[config.mk]
export PLATFORM = sky130hd
export DESIGN_NAME = mux_arb_n
export DESIGN_NICKNAME = d
export VERILOG_FILES = /design/src/rtl/mux_arb_n.sv
export SDC_FILE = /design/constraint.sdc
export NUM_CORES = 1
export LEC_CHECK = 0
export BUFFER_PORTS_ARGS = -buffer_cell sky130_fd_sc_hd__buf_2
export CORE_ASPECT_RATIO = 1.75
export CORE_MARGIN = 2
export CORE_UTILIZATION = 40
export CTS_BUF_LIST = sky130_fd_sc_hd__clkbuf_16
export CTS_CLUSTER_SIZE = 24
export DETAILED_ROUTE_END_ITERATION = 7
export PLACE_DENSITY = 0.72
export SYNTH_ARGS = -nofsm -noshare
export SYNTH_HDL_FRONTEND = slang
export SYNTH_SLANG_ARGS = --single-unit
[constraint.sdc]
create_clock -name clk -period 6.3 [get_ports clk]
set_input_delay 0.315 -clock clk [delete_from_list [all_inputs] [get_ports clk]]
set_output_delay 0.315 -clock clk [all_outputs]
set_load 0.02 [all_outputs]
[src/rtl/mux_arb_n.sv]
// ============================================================================
// mux_arb_n : N-channel arbitrated mux with registered, ready/valid output
// Rev 1.0
// ============================================================================
`default_nettype none

module mux_arb_n #(
  parameter int WIDTH = 8,
  parameter int NCH   = 4,
  parameter int SELW  = 2
) (
  input  logic                   clk,
  input  logic                   reset,
  input  logic [NCH*WIDTH-1:0]   in_data,
  input  logic [NCH-1:0]         in_valid,
  output logic [NCH-1:0]         in_ready,
  input  logic [1:0]             mode,
  input  logic [SELW-1:0]        force_sel,
  output logic [WIDTH-1:0]       out_data,
  output logic                   out_valid,
  output logic [SELW-1:0]        out_sel,
  input  logic                   out_ready
);

  localparam logic [1:0] MODE_RR    = 2'b01;
  localparam logic [1:0] MODE_FORCE = 2'b10;

  logic [WIDTH-1:0] out_data_q, out_data_d;
  logic             out_valid_q, out_valid_d;
  logic [SELW-1:0]  out_sel_q, out_sel_d;
  logic [SELW-1:0]  rr_ptr_q, rr_ptr_d;

  logic [NCH-1:0]   elig;
  logic [2*NCH-1:0] elig2;
  logic [NCH-1:0]   rot;
  logic [SELW-1:0]  shift;
  logic [SELW:0]    sum;
  logic [SELW-1:0]  gnt_idx;
  logic [WIDTH-1:0] gnt_data;
  logic             found;
  logic             load_ok;
  logic             grant;

  // A force_sel beyond NCH-1 never matches any k, so nothing is eligible.
  always_comb begin
    elig = '0;
    for (int k = 0; k < NCH; k++) begin
      if (mode == MODE_FORCE) elig[k] = in_valid[k] & (force_sel == SELW'(k));
      else                    elig[k] = in_valid[k];
    end
  end

  // Rotating by the search start turns both policies into a lowest-bit search.
  assign shift = (mode == MODE_RR) ? rr_ptr_q : '0;
  assign elig2 = {elig, elig};
  assign rot   = NCH'(elig2 >> shift);

  always_comb begin
    found = 1'b0;
    sum   = '0;
    for (int j = NCH - 1; j >= 0; j--) begin
      if (rot[j]) begin
        found = 1'b1;
        sum   = {1'b0, shift} + (SELW+1)'(j);
      end
    end
    if (sum >= (SELW+1)'(NCH)) sum = sum - (SELW+1)'(NCH);
    gnt_idx = sum[SELW-1:0];
  end

  assign load_ok = ~out_valid_q | out_ready;
  assign grant   = found & load_ok & ~reset;

  always_comb begin
    in_ready = '0;
    gnt_data = '0;
    for (int k = 0; k < NCH; k++) begin
      if (gnt_idx == SELW'(k)) begin
        in_ready[k] = grant;
        gnt_data    = in_data[k*WIDTH +: WIDTH];
      end
    end
  end

  always_comb begin
    rr_ptr_d    = rr_ptr_q;
    out_valid_d = out_valid_q;
    out_data_d  = out_data_q;
    out_sel_d   = out_sel_q;
    if (grant) begin
      out_valid_d = 1'b1;
      out_data_d  = gnt_data;
      out_sel_d   = gnt_idx;
      if (mode == MODE_RR)
        rr_ptr_d = (gnt_idx == SELW'(NCH - 1)) ? '0 : gnt_idx + SELW'(1);
    end else if (out_ready) begin
      out_valid_d = 1'b0;
    end
  end

  always_ff @(posedge clk or posedge reset) begin
    if (reset) begin
      out_valid_q <= 1'b0;
      out_data_q  <= '0;
      out_sel_q   <= '0;
      rr_ptr_q    <= '0;
    end else begin
      out_valid_q <= out_valid_d;
      out_data_q  <= out_data_d;
      out_sel_q   <= out_sel_d;
      rr_ptr_q    <= rr_ptr_d;
    end
  end

  assign out_data  = out_data_q;
  assign out_valid = out_valid_q;
  assign out_sel   = out_sel_q;

endmodule

`default_nettype wire

; ---- Word-level counts from Yosys, hierarchy flattened
; Cells that the tools add are included.
[op_classes]
n_addsub = 5
n_lt_le_gt_ge = 1
eq_ne = 8
shifts = 1
n_mux = 25
bitwise = 9
reduce_logical = 4
[ops]
columns = cell, n
row1 = $mux W8, 4
row2 = $mux W1, 14
row3 = $mux W3, 4
row4 = $eq A2 B2 Y1 const B, 5
row5 = $shr A8 B2 Y4, 1
row6 = $add A2 B2 Y3 const B, 2
row7 = $and A1 B1 Y1, 6
row8 = $eq A2 B1 Y1 const B, 3
row9 = $mux W2, 3
row10 = $logic_not A2 Y1, 2
row11 = $add A2 B1 Y3 const B, 1
row12 = $ge A3 B3 Y1 const B, 1
row13 = $add A2 B1 Y2 const B, 1
row14 = $not A1 Y1, 2
row15 = $reduce_and A2 Y1, 1
row16 = $reduce_bool A2 Y1, 1
row17 = $sub A2 B1 Y2 const B, 1
row18 = $or A1 B1 Y1, 1
[totals]
reg_bits = 13
inputBits = 43

; ---- Logic depth before layout (Yosys ltp)
; Gate-level depths: netlist of the first run.
[logic_depth]
ltp_word = 15
ltp_mapped = 14
ltp_nobuf = 13

; ---- Worst setup path before layout of the first run
; No wires, ideal clock.
[synth_timing]
kind = reg2out
from = register rr_ptr_q[1]
to = output port in_ready[3]
arrival_time_ps = 2362
required_ps = 5985
slack_ps = 3623
stages_incl_launch_ff = 12
n_path_buf = 2
path_cell_list = dfrtp_1 > mux2_4 > a32oi_1 > o211ai_1 > mux2i_1 > o22ai_2 > inv_1 > ha_1 > clkbuf_1 > clkbuf_1 > inv_1 > nor2_1
[synth_between]
elab_chain_cells = 10
word_cells_on_any_way = 20
[synth_rtl]
columns = item, line_no
row1 = start: declaration, 31  ; logic [SELW-1:0] rr_ptr_q, rr_ptr_d;
row2 = start signal: assignment, 111  ; rr_ptr_q <= rr_ptr_d;
row3 = $mux W2 *, 54  ; assign shift = (mode == MODE_RR) ? rr_ptr_q : '0;
row4 = $add A2 B2 Y3 / $shr A8 B2 Y4 (equally long branches), "64, 56"
row5 = $mux W3 (3 in a row), 62  ; if (rot[j]) begin
row6 = $mux W3 *, 62
row7 = $ge A3 B3 Y1 / $sub A2 B1 Y2 (equally long branches), 67  ; if (sum >= (SELW+1)'(NCH)) sum = sum - (SELW+1)'(NCH);
row8 = $mux W2 *, 67
row9 = net sum[1], 37  ; logic [SELW:0] sum;
row10 = $eq A2 B2 Y1 *, 78  ; if (gnt_idx == SELW'(k)) begin
row11 = $mux W1 *, 78
row12 = end: declaration, 16  ; output logic [NCH-1:0] in_ready,
; Mark *: on every way through the listed nets, which the timed path passes. The rest lies on a longest branch.

; ---- Worst setup path in the final report of the first run
[layout_timing]
from = input port mode[1]
to = output port in_ready[2]
[layout_between]
elab_chain_cells = 11
word_cells_on_any_way = 26
[layout_rtl]
columns = item, line_no
row1 = start: declaration, 17  ; input logic [1:0] mode,
row2 = $eq A2 B1 Y1 / $eq A2 B2 Y1 (equally long branches), "54, 48"
row3 = $mux W2 / $mux W1 (equally long branches), "54, 48"
row4 = $add A2 B2 Y3 / $shr A8 B2 Y4 (equally long branches), "64, 56"
row5 = $mux W3 (3 in a row), 62
row6 = $mux W3 *, 62
row7 = $ge A3 B3 Y1 / $sub A2 B1 Y2 (equally long branches), 67
row8 = $mux W2 *, 67
row9 = net sum[1], 37
row10 = $eq A2 B2 Y1 *, 78
row11 = $mux W1 *, 78
; Marked as above.

==> results of run 1 <==
## metrics by stage
step                instances  power (uW)  area [sq um]  hold WS [ns]
floorplan                 139       297.8          1116        0.2057
global placement          214       350.2          1379        0.3742
detailed placement        214       355.9          1379        0.3838
CTS                       218       474.9          1458        0.1310
global route              218       507.4          1458        0.1762
finish                    218       470.5          1458        0.1083
## synth_stat cells
| library cell | n |
|---|---|
| sky130_fd_sc_hd__mux2_2 | 1 |
| sky130_fd_sc_hd__o21ai_4 | 1 |
| sky130_fd_sc_hd__o22ai_1 | 1 |
| sky130_fd_sc_hd__nand3_1 | 1 |
| sky130_fd_sc_hd__and4bb_1 | 1 |
| sky130_fd_sc_hd__a221oi_1 | 7 |
| sky130_fd_sc_hd__a22oi_1 | 1 |
| sky130_fd_sc_hd__dfrtp_1 | 13 |
| sky130_fd_sc_hd__and3_1 | 2 |
| sky130_fd_sc_hd__buf_6 | 2 |
| sky130_fd_sc_hd__mux2_4 | 2 |
| sky130_fd_sc_hd__nand2b_4 | 2 |
| sky130_fd_sc_hd__nor3_1 | 7 |
| sky130_fd_sc_hd__nand2b_1 | 2 |
| sky130_fd_sc_hd__and2_1 | 1 |
| sky130_fd_sc_hd__o211a_1 | 1 |
| sky130_fd_sc_hd__a21oi_1 | 11 |
| sky130_fd_sc_hd__nand2_1 | 16 |
| sky130_fd_sc_hd__ha_1 | 4 |
| sky130_fd_sc_hd__and2b_1 | 2 |
| sky130_fd_sc_hd__o211ai_1 | 2 |
| sky130_fd_sc_hd__a32oi_1 | 2 |
| sky130_fd_sc_hd__inv_1 | 9 |
| sky130_fd_sc_hd__o21ai_1 | 10 |
| sky130_fd_sc_hd__a41o_4 | 1 |
| sky130_fd_sc_hd__o21ai_0 | 6 |
| sky130_fd_sc_hd__buf_4 | 2 |
| sky130_fd_sc_hd__mux2i_1 | 2 |
| sky130_fd_sc_hd__clkbuf_1 | 5 |
| sky130_fd_sc_hd__nand3b_1 | 1 |
| sky130_fd_sc_hd__o21ai_2 | 2 |
| sky130_fd_sc_hd__nor2_1 | 15 |
| sky130_fd_sc_hd__nor2b_1 | 3 |
| sky130_fd_sc_hd__o22ai_2 | 1 |
## where the power goes
| part | switching (uW) | leakage (uW) | internal, uW | total (uW) |
|---|---|---|---|---|
| registers | 24.9 | 0.000162 | 112 | 137 |
| logic | 126 | 0.000563 | 91.0 | 217 |
| clock network | 32.9 | 0.0000423 | 83.5 | 116 |
| total | 184 | 0.000767 | 286 | 470 |
## per-layer routing
layer  up-vias  wire [um]
met5         -          0
li1        595          -
met2        61       1562
met3         9        175
met1       527       1062
met4         0         65
## layout make-up
type	instances	area (sq um)	share of cell area
Clock buffer	3	75.07	0.05150
Multi-Input combinational cell	108	700.7	0.4807
Sequential cell	13	325.3	0.2232
Timing Repair Buffer	57	285.3	0.1957
Clock inverter	1	3.754	0.002575
Inverter	9	33.78	0.02318
Tap cell	27	33.78	0.02318
## worst max-delay path by stage
stage                 from           to  slack, ns  depth (start not counted)
2_1_floorplan  rr_ptr_q[1]  in_ready[3]       3.62                         11
3_3_place_gp       mode[1]  out_data[3]       3.34                         12
3_5_place_dp       mode[1]  out_data[2]       3.13                         12
4_1_cts        rr_ptr_q[1]  in_ready[2]       3.28                         10
5_1_grt            mode[1]  in_ready[3]       2.95                         11
6_report           mode[1]  in_ready[2]       3.23                         11
## registers in the layout (all words and copies together), names as in the netlist
register / cells
out_data: 8
rr_ptr_q: 2
out_sel: 2
out_valid: 1
## worst max-delay path, delay by kind of cell
kind                     cells  cell delay, ns
AO/OA/AOI/OAI                3            0.48
adder cells (fa/ha/maj)      1            0.35
buffers and inverters        4            0.61
multiplexers                 1            0.24
AND/OR/NAND/NOR              2            0.75
## cells by family after synthesis
group | count (synthesis) | share of synthesized area
simple gates | 53 | 0.2410
compound gates | 46 | 0.2870
buf+inv | 18 | 0.08071
flops | 13 | 0.2915
mux | 5 | 0.05493
fa+ha+maj | 4 | 0.04484
==> results by stage, run 1 <==
Global route:
- The number of antenna violations at the first check in global routing is 0.
- For this run, global-route usage on met2 was measured as 0.3497.
- The layer with the highest usage is met2.
- Entering global routing, the biggest net connects 25 pins.
- The first-pass GRT wire length is 4740 um.
- The global routing usage on met3 is 0.01474.
- For this run, the total global-route usage over all layers was measured as 0.1937.
- The via count of the first global-routing pass is around 1100.
- The met1 layer usage reported by global route is 0.2159.
- The remaining global-route overflow is 0.

Synthesis:
- The flip-flop and latch count after synthesis is 13.
- Summed over all instances, the cell type with the most area after synthesis is sky130_fd_sc_hd__dfrtp_1.
- The area of the mapped netlist is 1116 sq um.
- The cell count after synthesis is between 100 and 150.
- The number of different library cells in the post-synthesis netlist is 34.
- The mean instance size in the synthesized netlist is 8.029 sq um.
- When the netlist entered floorplanning its net count stood at 186.
- For this run, the register share of the synthesized area comes to 0.2915.
- By area the synthesized netlist is led by sky130_fd_sc_hd__dfrtp_1 (29%), sky130_fd_sc_hd__a221oi_1 (5.5%), sky130_fd_sc_hd__nand2_1 (5.4%).
- The warning count from the yosys run is 0.
- The share of synthesized area in the top cell type comes to 0.2915.

Setup path:
- The worst setup path is of the in -> out kind.
- The launching point of the worst reg2reg path is rr_ptr_q[1].
- The kind of end point of the critical path is a primary output.
- The critical-path cell with the highest stage delay is sky130_fd_sc_hd__nor2b_1.
- STA puts the critical path data required time at roughly 6 ns.
- The number of cell instances on the worst register-to-register path is 11.
- In this run the critical register-to-register path is captured at out_data[2].
- Data arrives at the worst endpoint at 2.76 ns.
- Along the worst path, the maximum fanout reaches 11.
- The startpoint class of the critical path is an input pin.
- Setup slack on the worst reg-to-reg path comes out at approximately 3.4 ns.
- For this run, the slowest stage of the critical path takes approximately 0.62 ns.
- Traced cell by cell, the critical path runs through buf_2 > nor2b_1 > a32oi_1 > o211ai_1 > mux2i_1 > o22ai_2 > inv_1 > ha_1 > inv_1 > nor2_1 > buf_2.

Clock tree:
- The H-tree depth is 1.
- The number of clock buffers added by TritonCTS is 3.
- The clock root buffer master is sky130_fd_sc_hd__clkbuf_16.
- The number of buffers inserted by post-CTS setup repair is 0.
- Once the clock tree was built, the resizer swapped 0 gates to a different size.
- At the later pin of the worst-skew pair, clock insertion delay measures around 0.24 ns.
- TritonCTS built the clock tree.
- No sink is reached through more buffers than the 2 on the longest clock path.
- CTS saw 13 sinks.
- The number of buffers inserted by hold repair at cts is 0.
- Clock-pin slew was measured on the worst setup and hold paths at approximately 0.040 ns.

STA:
- Headroom to the max-slew limit came out at 0.4753.
- Setup repair after global routing left no endpoint under its margin.
- For the pin with the worst max-slew slack, the measured transition is 0.7855 ns.
- The shortest period the worst path allows is approximately 3 ns.
- The final-report hold violation count is 0.
- The part of the cycle the worst path needs is 0.4874.
- Setup violations remaining at the end of the flow were counted as 0.
- The aggregate negative setup slack is 0 ns.
- The smallest setup slack after layout is around 3.2 ns.
- The number of max-slew violations in the final report is 0.
- For this run, the top clock speed supported by timing is 325.7 MHz.
- The post-route clock skew is between 0.0015 and 0.002 ns.

Route:
- After detailed routing, the number of remaining DRC violations is 0.
- Detailed routing inserted a total of ~1200 vias.
- The number of vias per cell is between 5 and 6.
- The post-detailed-route wirelength per cell is 13.15 um.
- The number of violations reported at the end of detailed-routing iteration 0 is 33.
- The remaining number of nets flagged by the antenna check after routing is 0.
- The detailed-route wire length is 2866 um.
- The first-pass iteration count of the detailed router is 4.

Layout:
- The number of nets in the final layout is 239.
- The total of fill cells in the finished design is approximately 260.
- In the final layout, the share of cells above drive strength 1 is 0.3665.
- The most common cell after layout, fill and taps aside is sky130_fd_sc_hd__buf_2.
- The area added between synthesis and finish is 30.61%.
- In the layout the commonest cells are sky130_fd_sc_hd__buf_2 (57), sky130_fd_sc_hd__nand2_1 (16), sky130_fd_sc_hd__nor2_1 (15), sky130_fd_sc_hd__dfrtp_1 (13), sky130_fd_sc_hd__a21oi_1 (11).
- 0 antenna diodes ended up in the layout.
- The final standard cell utilization of the core is 0.5419.

Worst hold path:
- The min-delay analysis places its worst path in the category in -> async.

Floorplanning:
- The initial utilization of the core area, before any placement, comes to 0.4149.
- The region available for standard cell placement spans around 2700 sq um.
- The die covers roughly 3200 sq um.
- The number of top-level pins is 58.
- The initialized floorplan defines 25 standard-cell rows.
- The overall die width is ~44 um.
- The die boundary height is between 70 and 80 um.

Placement:
- The worst setup slack before clock tree synthesis is around 3.1 ns.
- The global placer's final weighted congestion is ~0.93.
- The count of buffers inserted at the top-level ports is 57.
- The wire-length estimate of the detail-placed layout is between 2000 and 2500 um.

Job:
- The tool flagged a number of max-cap violations equal to 0.

Pwr:
- For this design the ratio of total power to cell area is about 320 nW/um^2.
- For this design the static power due to leakage is roughly 0.00077 uW.
- The worst IR drop on VDD is roughly 0.19 mV.

Status:
- The flow ran to the end, and the final reports show no timing, DRC or antenna violations.
Note: power is estimated with default switching activity, not from simulation.
==> run 2, diff against run 1 <==
--- a/config.mk
+++ b/config.mk
@@ -12,7 +12,7 @@
 export CTS_BUF_LIST = sky130_fd_sc_hd__clkbuf_16
 export CTS_CLUSTER_SIZE = 24
 export DETAILED_ROUTE_END_ITERATION = 7
-export PLACE_DENSITY = 0.72
+export PLACE_DENSITY = 0.75
 export SYNTH_ARGS = -nofsm -noshare
 export SYNTH_HDL_FRONTEND = slang
 export SYNTH_SLANG_ARGS = --single-unit
==> constraint.sdc (replaced) <==
create_clock -name clk -period 2.5 [get_ports clk]
set_input_delay 0.125 -clock clk [delete_from_list [all_inputs] [get_ports clk]]
set_output_delay 0.125 -clock clk [all_outputs]
set_load 0.02 [all_outputs]
==> results by stage, run 2 (synthesis gave the netlist of run 1 again) <==
Setup path:
- The number of cell instances on the worst register-to-register path was 12 (+1).
- Traced cell by cell, the critical path runs through mux2_4 > a32oi_1 > o211ai_1 > mux2i_1 > o22ai_2 > ha_2 > nor2_2 > buf_6 > a221oi_2 > nor3_1 > a21oi_1 > o21ai_1.
- The number of buffer and inverter stages on the critical path is 1 (-3).
- The worst-case register-to-register setup slack is -0.07 ns (-3.42 ns).
- The slowest stage of the critical path belongs to the cell sky130_fd_sc_hd__dfrtp_1.
- The startpoint identified for the worst register-to-register timing path is rr_ptr_q[1].
- The cell family with the largest share of critical-path delay is compound AO/OA/AOI/OAI gates.
- STA classifies the critical path startpoint as a register.
- The end of the worst register-to-register path is out_data[6].
- The kind of end point of the critical path is a register.
- The kind of critical path is reg -> reg.
- The required time at the endpoint of the critical path is 2.62 ns (-3.36 ns).
- The number of cells on the critical path is 12 (+1).
- The stage delay of the slowest cell on the critical path came to 0.42 ns (-0.20 ns).
- The largest fanout on the critical path is 7 (-4).
- The data arrival time of the worst path was 2.69 ns (-0.07 ns).

Placement:
- The count of buffers inserted at the top-level ports is 57 (unchanged).
- The HPWL reported at the end of detailed placement is 2418 um (+5.7%).
- The cell count after placement is 225 (+5.1%).
- The cell area reported after detailed placement is 1461 sq um (+6.0%).
- The global placer's final weighted congestion is 0.8569 (-7.6%).

Worst hold path:
- The min-delay analysis places its worst path in the category in -> reg.
- The worst hold path passes through 3 cells.
- The path with the worst hold slack has its endpoint at out_data[4].
- In this run the most critical hold path is launched from in_data[28].

STA:
- The shortest period the worst path allows is around 2.6 ns.
- Setup repair after global routing could not meet its margin everywhere.
- The part of the cycle the worst path needs is 1.029.
- The post-route clock skew came to 0.002562 ns (+0.0007532 ns).
- The max-slew headroom at the worst pin is 0.7887 (+0.3134).
- The number of max-slew violations in the final report is 0 (unchanged).
- The final-report hold violation count is 0 (unchanged).
- The smallest setup slack after layout came to -0.07330 ns (-3.303 ns).
- The achievable frequency is 388.6 MHz.
- The number of endpoints failing setup at the final stage is 9 (+9).
- The worst-margin pin slew was 0.3169 ns (-0.4686 ns).

Floorplanning:
- The overall die width is 43.93 um (unchanged).
- The core box area is 2690 sq um (unchanged).
- The die boundary height is 73.88 um (unchanged).
- The initial standard-cell utilization of the core is 0.4149 (unchanged).
- The number of top-level pins came to 58 (unchanged).
- The standard-cell row count came to 25 (unchanged).
- The area of the die is 3245 sq um (unchanged).

Pwr:
- The worst IR drop on VDD came to 0.5008 mV (+160%).
- The leakage power figure is 0.0008715 uW (+14%).
- The power density of the placed cells came to 824.2 nW/um^2 (+160%).

Route:
- The number of violations reported at the end of detailed-routing iteration 0 is 20 (-39%).
- The total vias in the final route is 1305 (+9.5%).
- The post-detailed-route wirelength per cell is 14.30 um (+8.8%).
- The detailed-route wire length is 3403 um (+19%).
- The DRC violations left came to 0 (unchanged).
- The first-pass iteration count of the detailed router came to 4 (unchanged).
- The number of vias per cell is 5.483 (+0.28%).
- The remaining number of nets flagged by the antenna check after routing is 0 (unchanged).

Layout:
- The share of post-route cells with drive strength above 1 is 0.4929 (+0.1264).
- The flip-flop count of the largest register after layout is 8 (unchanged).
- The number of standard cells in the final layout excluding fillers is 238 (+9.2%).
- Leaving out fill and tap cells, the most frequent cells in the layout are sky130_fd_sc_hd__buf_2 (56), sky130_fd_sc_hd__buf_4 (18), sky130_fd_sc_hd__nand2_1 (16), sky130_fd_sc_hd__nor2_1 (14), sky130_fd_sc_hd__dfrtp_1 (13).
- The total inserted antenna cells is 0 (unchanged).
- The footprint of the multi-input gates is 777.0 sq um (+11%).
- Relative to the synthesized area, the layout overhead comes to 52.35%.
- The number of nets in the final layout was 259 (+8.4%).
- Leaving out fill and tap cells, the most frequent cell in the layout is sky130_fd_sc_hd__buf_2.
- The total of fill cells in the finished design came to 215 (-16%).
- The post-route cell area was 1700 sq um (+17%).
- The area taken by flip-flops and latches came to 325.3 sq um (unchanged).

Status:
- The checks that failed: negative setup slack.
- The flow ran to the end, but the final reports show violations.

Clock tree:
- The number of sinks on the clock net is 13 (unchanged).
- The number of buffers inserted during clock tree synthesis is 3 (unchanged).
- The post-CTS clock slew at the launch and capture registers of the worst setup and hold paths came to 0.05 ns (about the same).
- TritonCTS built the clock tree.
- The H-tree depth is 1 (unchanged).
- The clock tree buffer depth came to 2 (unchanged).
- The clock latency of the later-clocked register in the worst-skew pair is 0.25 ns (about the same).
- The root buffer cell chosen for the clock tree is sky130_fd_sc_hd__clkbuf_16.

Global route:
- The number of antenna violations at the first check in global routing was 0 (unchanged).
- The first-pass GRT wire length is 5264 um (+11%).
- The pin count of the biggest net entering global routing is 25 (unchanged).
- The global-route usage over all layers is 0.2142 (+0.02054).
- The via count of the first global-routing pass is 1232 (+9.7%).
- The remaining global-route overflow is 0 (unchanged).

Job:
- The number of max-cap violations is 0 (unchanged).
-- run 2: stage by stage --
stage                     TNS [ns]  utilization  setup slack (ns)  total power (uW)  hold WS [ns]
after floorplan                  0            -           0.01334             750.5       0.01570
after global placement           0       0.5433           0.04407             927.2        0.1516
after detailed placement   -0.4901       0.5433          -0.09916             947.1        0.1610
after CTS                  -0.1035       0.5944          -0.06034              1298        0.1590
after global routing        -1.821       0.6321           -0.1981              1483        0.1569
final                      -0.3369       0.6321          -0.07330              1401        0.1564
-- run 2: power by group --
group	total (uW)	switching (uW)	internal, uW
Combinational	764	409	355
Clock	304	92.6	211
Sequential	333	50.7	283
-- run 2: tightest hold or removal path, cell delays in order --
cell and delay [ns]:
sky130_fd_sc_hd__buf_2 0.08, sky130_fd_sc_hd__a21oi_1 0.05, sky130_fd_sc_hd__o21ai_1 0.10
-- run 2: what timing repair did --
item | CTS | global route
buffers inserted | 2 | 6
hold endpoints to repair | 13 | 0
hold buffers | 1 | 0
pin swaps | 0 | 9
endpoints found under the setup margin | 10 | 11
gates resized for setup | 6 | 14
-- run 2: cell type report --
type	instances	share of cell area
inverter	9	0.02208
sequential	13	0.1913
multi-input combinational	108	0.4570
clock inverter	1	0.002208
clock buffer	3	0.04415
timing repair buffer	77	0.2634
tap	27	0.01987
-- run 2: worst max-delay path by stage --
stage / from / endpoint / slack (ns)
2_1_floorplan: rr_ptr_q[1] / in_ready[3] / 0.01
3_3_place_gp: rr_ptr_q[1] / out_data[6] / 0.04
3_5_place_dp: rr_ptr_q[1] / out_data[3] / -0.1
4_1_cts: rr_ptr_q[1] / in_ready[3] / -0.06
5_1_grt: rr_ptr_q[1] / out_data[3] / -0.20
6_report: rr_ptr_q[1] / out_data[6] / -0.07
-- run 2: routing by layer --
| layer | up-vias | global-route usage | routed length, um |
|---|---|---|---|
| met5 | - | 0 | 0 |
| met4 | 0 | 0.09764 | 87 |
| met3 | 7 | 0.01720 | 235 |
| met2 | 62 | 0.4150 | 1912 |
| met1 | 600 | 0.2198 | 1168 |
| li1 | 636 | - | - |
==> run 3, diff against run 2 <==
--- a/config.mk
+++ b/config.mk
@@ -12,7 +12,7 @@
 export CTS_BUF_LIST = sky130_fd_sc_hd__clkbuf_16
 export CTS_CLUSTER_SIZE = 24
 export DETAILED_ROUTE_END_ITERATION = 7
-export PLACE_DENSITY = 0.75
+export PLACE_DENSITY = 0.72
 export SYNTH_ARGS = -nofsm -noshare
 export SYNTH_HDL_FRONTEND = slang
 export SYNTH_SLANG_ARGS = --single-unit
==> constraint.sdc (replaced) <==
create_clock -name clk -period 2.55 [get_ports clk]
set_input_delay 0.1275 -clock clk [delete_from_list [all_inputs] [get_ports clk]]
set_output_delay 0.1275 -clock clk [all_outputs]
set_load 0.02 [all_outputs]
==> results by stage, run 3 (synthesis gave the netlist of run 1 again) <==
Floorplanning:
- The core box area came to 2690 sq um (unchanged).
- The area of the die was 3245 sq um (unchanged).
- The standard-cell row count came to 25 (unchanged).
- The overall die width came to 43.93 um (unchanged).
- The initial standard-cell utilization of the core is 0.4149 (unchanged).
- The die boundary height is 73.88 um (unchanged).
- The number of top-level pins is 58 (unchanged).

Global route:
- The first-pass GRT wire length came to 4961 um (-5.8%).
- The global-route usage over all layers is 0.1958 (-0.01846).
- The remaining global-route overflow is 0 (unchanged).
- The number of antenna violations at the first check in global routing is 0 (unchanged).
- The via count of the first global-routing pass is 1214 (-1.5%).
- The pin count of the biggest net entering global routing is 25 (unchanged).

Route:
- The remaining number of nets flagged by the antenna check after routing was 0 (unchanged).
- The number of vias per cell came to 5.511 (+0.50%).
- The post-detailed-route wirelength per cell is 14.47 um (+1.2%).
- The detailed-route wire length came to 3401 um (about the same).
- The first-pass iteration count of the detailed router came to 4 (unchanged).
- The total vias in the final route came to 1295 (-0.77%).
- The DRC violations left came to 0 (unchanged).
- The number of violations reported at the end of detailed-routing iteration 0 was 29 (+45%).

Setup path:
- The timing endpoint of the critical path is out_data[1].
- The data arrival time of the worst path is 2.77 ns (+0.08 ns).
- The launching point of the worst reg2reg path is rr_ptr_q[1].
- The kind of critical path is reg -> reg.
- The number of cell instances on the worst register-to-register path is 12 (unchanged).
- The worst setup path is launched from a register.
- The worst-case register-to-register setup slack was -0.11 ns (-0.03 ns).
- The launching element of the worst setup path is rr_ptr_q[1].
- STA classifies the critical path endpoint as a register.
- The largest fanout on the critical path came to 7 (unchanged).
- The required time at the endpoint of the critical path is 2.67 ns (+0.05 ns).
- The end of the worst register-to-register path is out_data[1].

STA:
- The post-route clock skew is 0.0008793 ns (-0.001683 ns).
- The worst-margin pin slew came to 0.3139 ns (-0.003046 ns).
- The smallest setup slack after layout is -0.1051 ns (-0.03177 ns).
- The max-slew headroom at the worst pin is 0.7894 (about the same).
- The part of the cycle the worst path needs is 1.041 (+0.01188).
- Setup repair after global routing could not meet its margin everywhere.
- The number of endpoints failing setup at the final stage is 9 (unchanged).
- The number of max-slew violations in the final report was 0 (unchanged).
- The shortest period the worst path allows is 2.655 ns (+0.08177 ns).
- The final-report hold violation count is 0 (unchanged).
- The achievable frequency was 376.6 MHz (-3.1%).

Placement:
- The cell count after placement is 222 (-1.3%).
- The count of buffers inserted at the top-level ports came to 57 (unchanged).
- The worst setup slack before clock tree synthesis is -0.1254 ns (-0.02622 ns).
- The global placer's final weighted congestion was 0.8526 (-0.50%).
- The cell area reported after detailed placement is 1439 sq um (-1.5%).
- The HPWL reported at the end of detailed placement is 2361 um (-2.4%).

Clock tree:
- The post-CTS clock slew at the launch and capture registers of the worst setup and hold paths is 0.04 ns (about the same).
- The TritonCTS clock tree is done.
- The H-tree depth came to 1 (unchanged).
- The number of sinks on the clock net came to 13 (unchanged).
- The clock root buffer master is sky130_fd_sc_hd__clkbuf_16.
- The number of buffers inserted during clock tree synthesis was 3 (unchanged).
- The clock tree buffer depth is 2 (unchanged).
- The clock latency of the later-clocked register in the worst-skew pair is 0.24 ns (about the same).

Layout:
- The number of standard cells in the final layout excluding fillers came to 235 (-1.3%).
- The total inserted antenna cells is 0 (unchanged).
- The post-route cell area is 1734 sq um (+2.0%).
- The final standard cell utilization of the core is 0.6447 (+0.01256).
- The share of post-route cells with drive strength above 1 is 0.5048 (+0.01192).
- The number of nets in the final layout is 256 (-1.2%).
- The flip-flop count of the largest register after layout is 8 (unchanged).
- The area added between synthesis and finish is 55.38%.
- The library cells used most frequently in the layout, excluding fill and tap cells, are sky130_fd_sc_hd__buf_2 (54), sky130_fd_sc_hd__nand2_1 (16), sky130_fd_sc_hd__nor2_1 (14), sky130_fd_sc_hd__buf_4 (14), sky130_fd_sc_hd__dfrtp_1 (13).
- The most common cell after layout, fill and taps aside is sky130_fd_sc_hd__buf_2.

Pwr:
- The power density of the placed cells was 790.3 nW/um^2 (-4.1%).
- The leakage power figure is 0.0008718 uW (about the same).
- The worst IR drop on VDD is 0.5445 mV (+8.7%).
- The overall power after layout is 1371 uW (-2.2%).

Status:
- The final reports fail on negative setup slack.
- The run finished, with violations left.

Worst hold path:
- In this run the worst hold path is classified as in -> reg.

Job:
- The number of max-cap violations is 0 (unchanged).
-- run 3: changes by cell type in the layout (fill, tap and decap cells not counted), sizes merged --
cell / previous run / this run
buf: 76 / 73
-- run 3: final cells by class --
class	instances	area (sq um)
clock buffers	3	75.07
clock inverters	1	3.754
fillers	232	955.9
inverters	9	37.54
multi-input cells	108	795.8
flip-flops and latches	13	325.3
well taps	27	33.78
repair buffers	74	462.9
-- run 3: through the flow --
stage | hold slack, ns | TNS [ns]
after detailed placement | 0.1312 | -0.6782
after global routing | 0.1937 | -1.759
final | 0.1711 | -0.5260
after CTS | 0.1664 | -0.07969
after floorplan | 0.01820 | 0
after global placement | 0.1238 | 0
-- run 3: worst max-delay path, cell delays in order (launching register included) --
cell and delay [ns]:
sky130_fd_sc_hd__dfrtp_1 0.41, sky130_fd_sc_hd__mux2_4 0.31, sky130_fd_sc_hd__a32oi_2 0.19, sky130_fd_sc_hd__o211ai_1 0.14
sky130_fd_sc_hd__mux2i_1 0.15, sky130_fd_sc_hd__o22ai_2 0.31, sky130_fd_sc_hd__ha_2 0.28, sky130_fd_sc_hd__nor2_2 0.05
sky130_fd_sc_hd__buf_6 0.14, sky130_fd_sc_hd__a221oi_2 0.23, sky130_fd_sc_hd__nor3_2 0.07, sky130_fd_sc_hd__a21oi_1 0.15
sky130_fd_sc_hd__o21ai_1 0.09
-- run 3: repair_timing --
action                                  4_1_cts  5_1_grt
pin swaps                                     1        7
resized for setup                             6       23
hold buffers                                  1        0
buffers inserted                              1        7
hold endpoints to repair                     13        0
endpoints found under the setup margin       10       11
-- run 3: metal layers --
metal,vias up,share of wire,global-route usage
met2,55,0.58,0.3611
met1,605,0.36,0.2146
met5,-,0,0
met3,4,0.054,0.03686
li1,631,-,-
met4,0,0.012,0.06734
-- run 3: worst min path at each step --
stage / from / to / slack [ns] / cells past startpoint
floorplan: reset / out_data[0] / 0.02 / 1
global placement: reset / out_data[3] / 0.12 / 3
detailed placement: reset / out_data[3] / 0.13 / 3
CTS: in_data[29] / out_data[5] / 0.17 / 3
global route: out_ready / out_valid / 0.19 / 3
finish: in_data[24] / out_data[0] / 0.17 / 3
-- run 3: where the power goes --
group / leakage, uW / switching [uW] / internal [uW]
Clock: 0.0000423 / 79.0 / 206
Combinational: 0.000667 / 409 / 357
Sequential: 0.000162 / 42.6 / 277
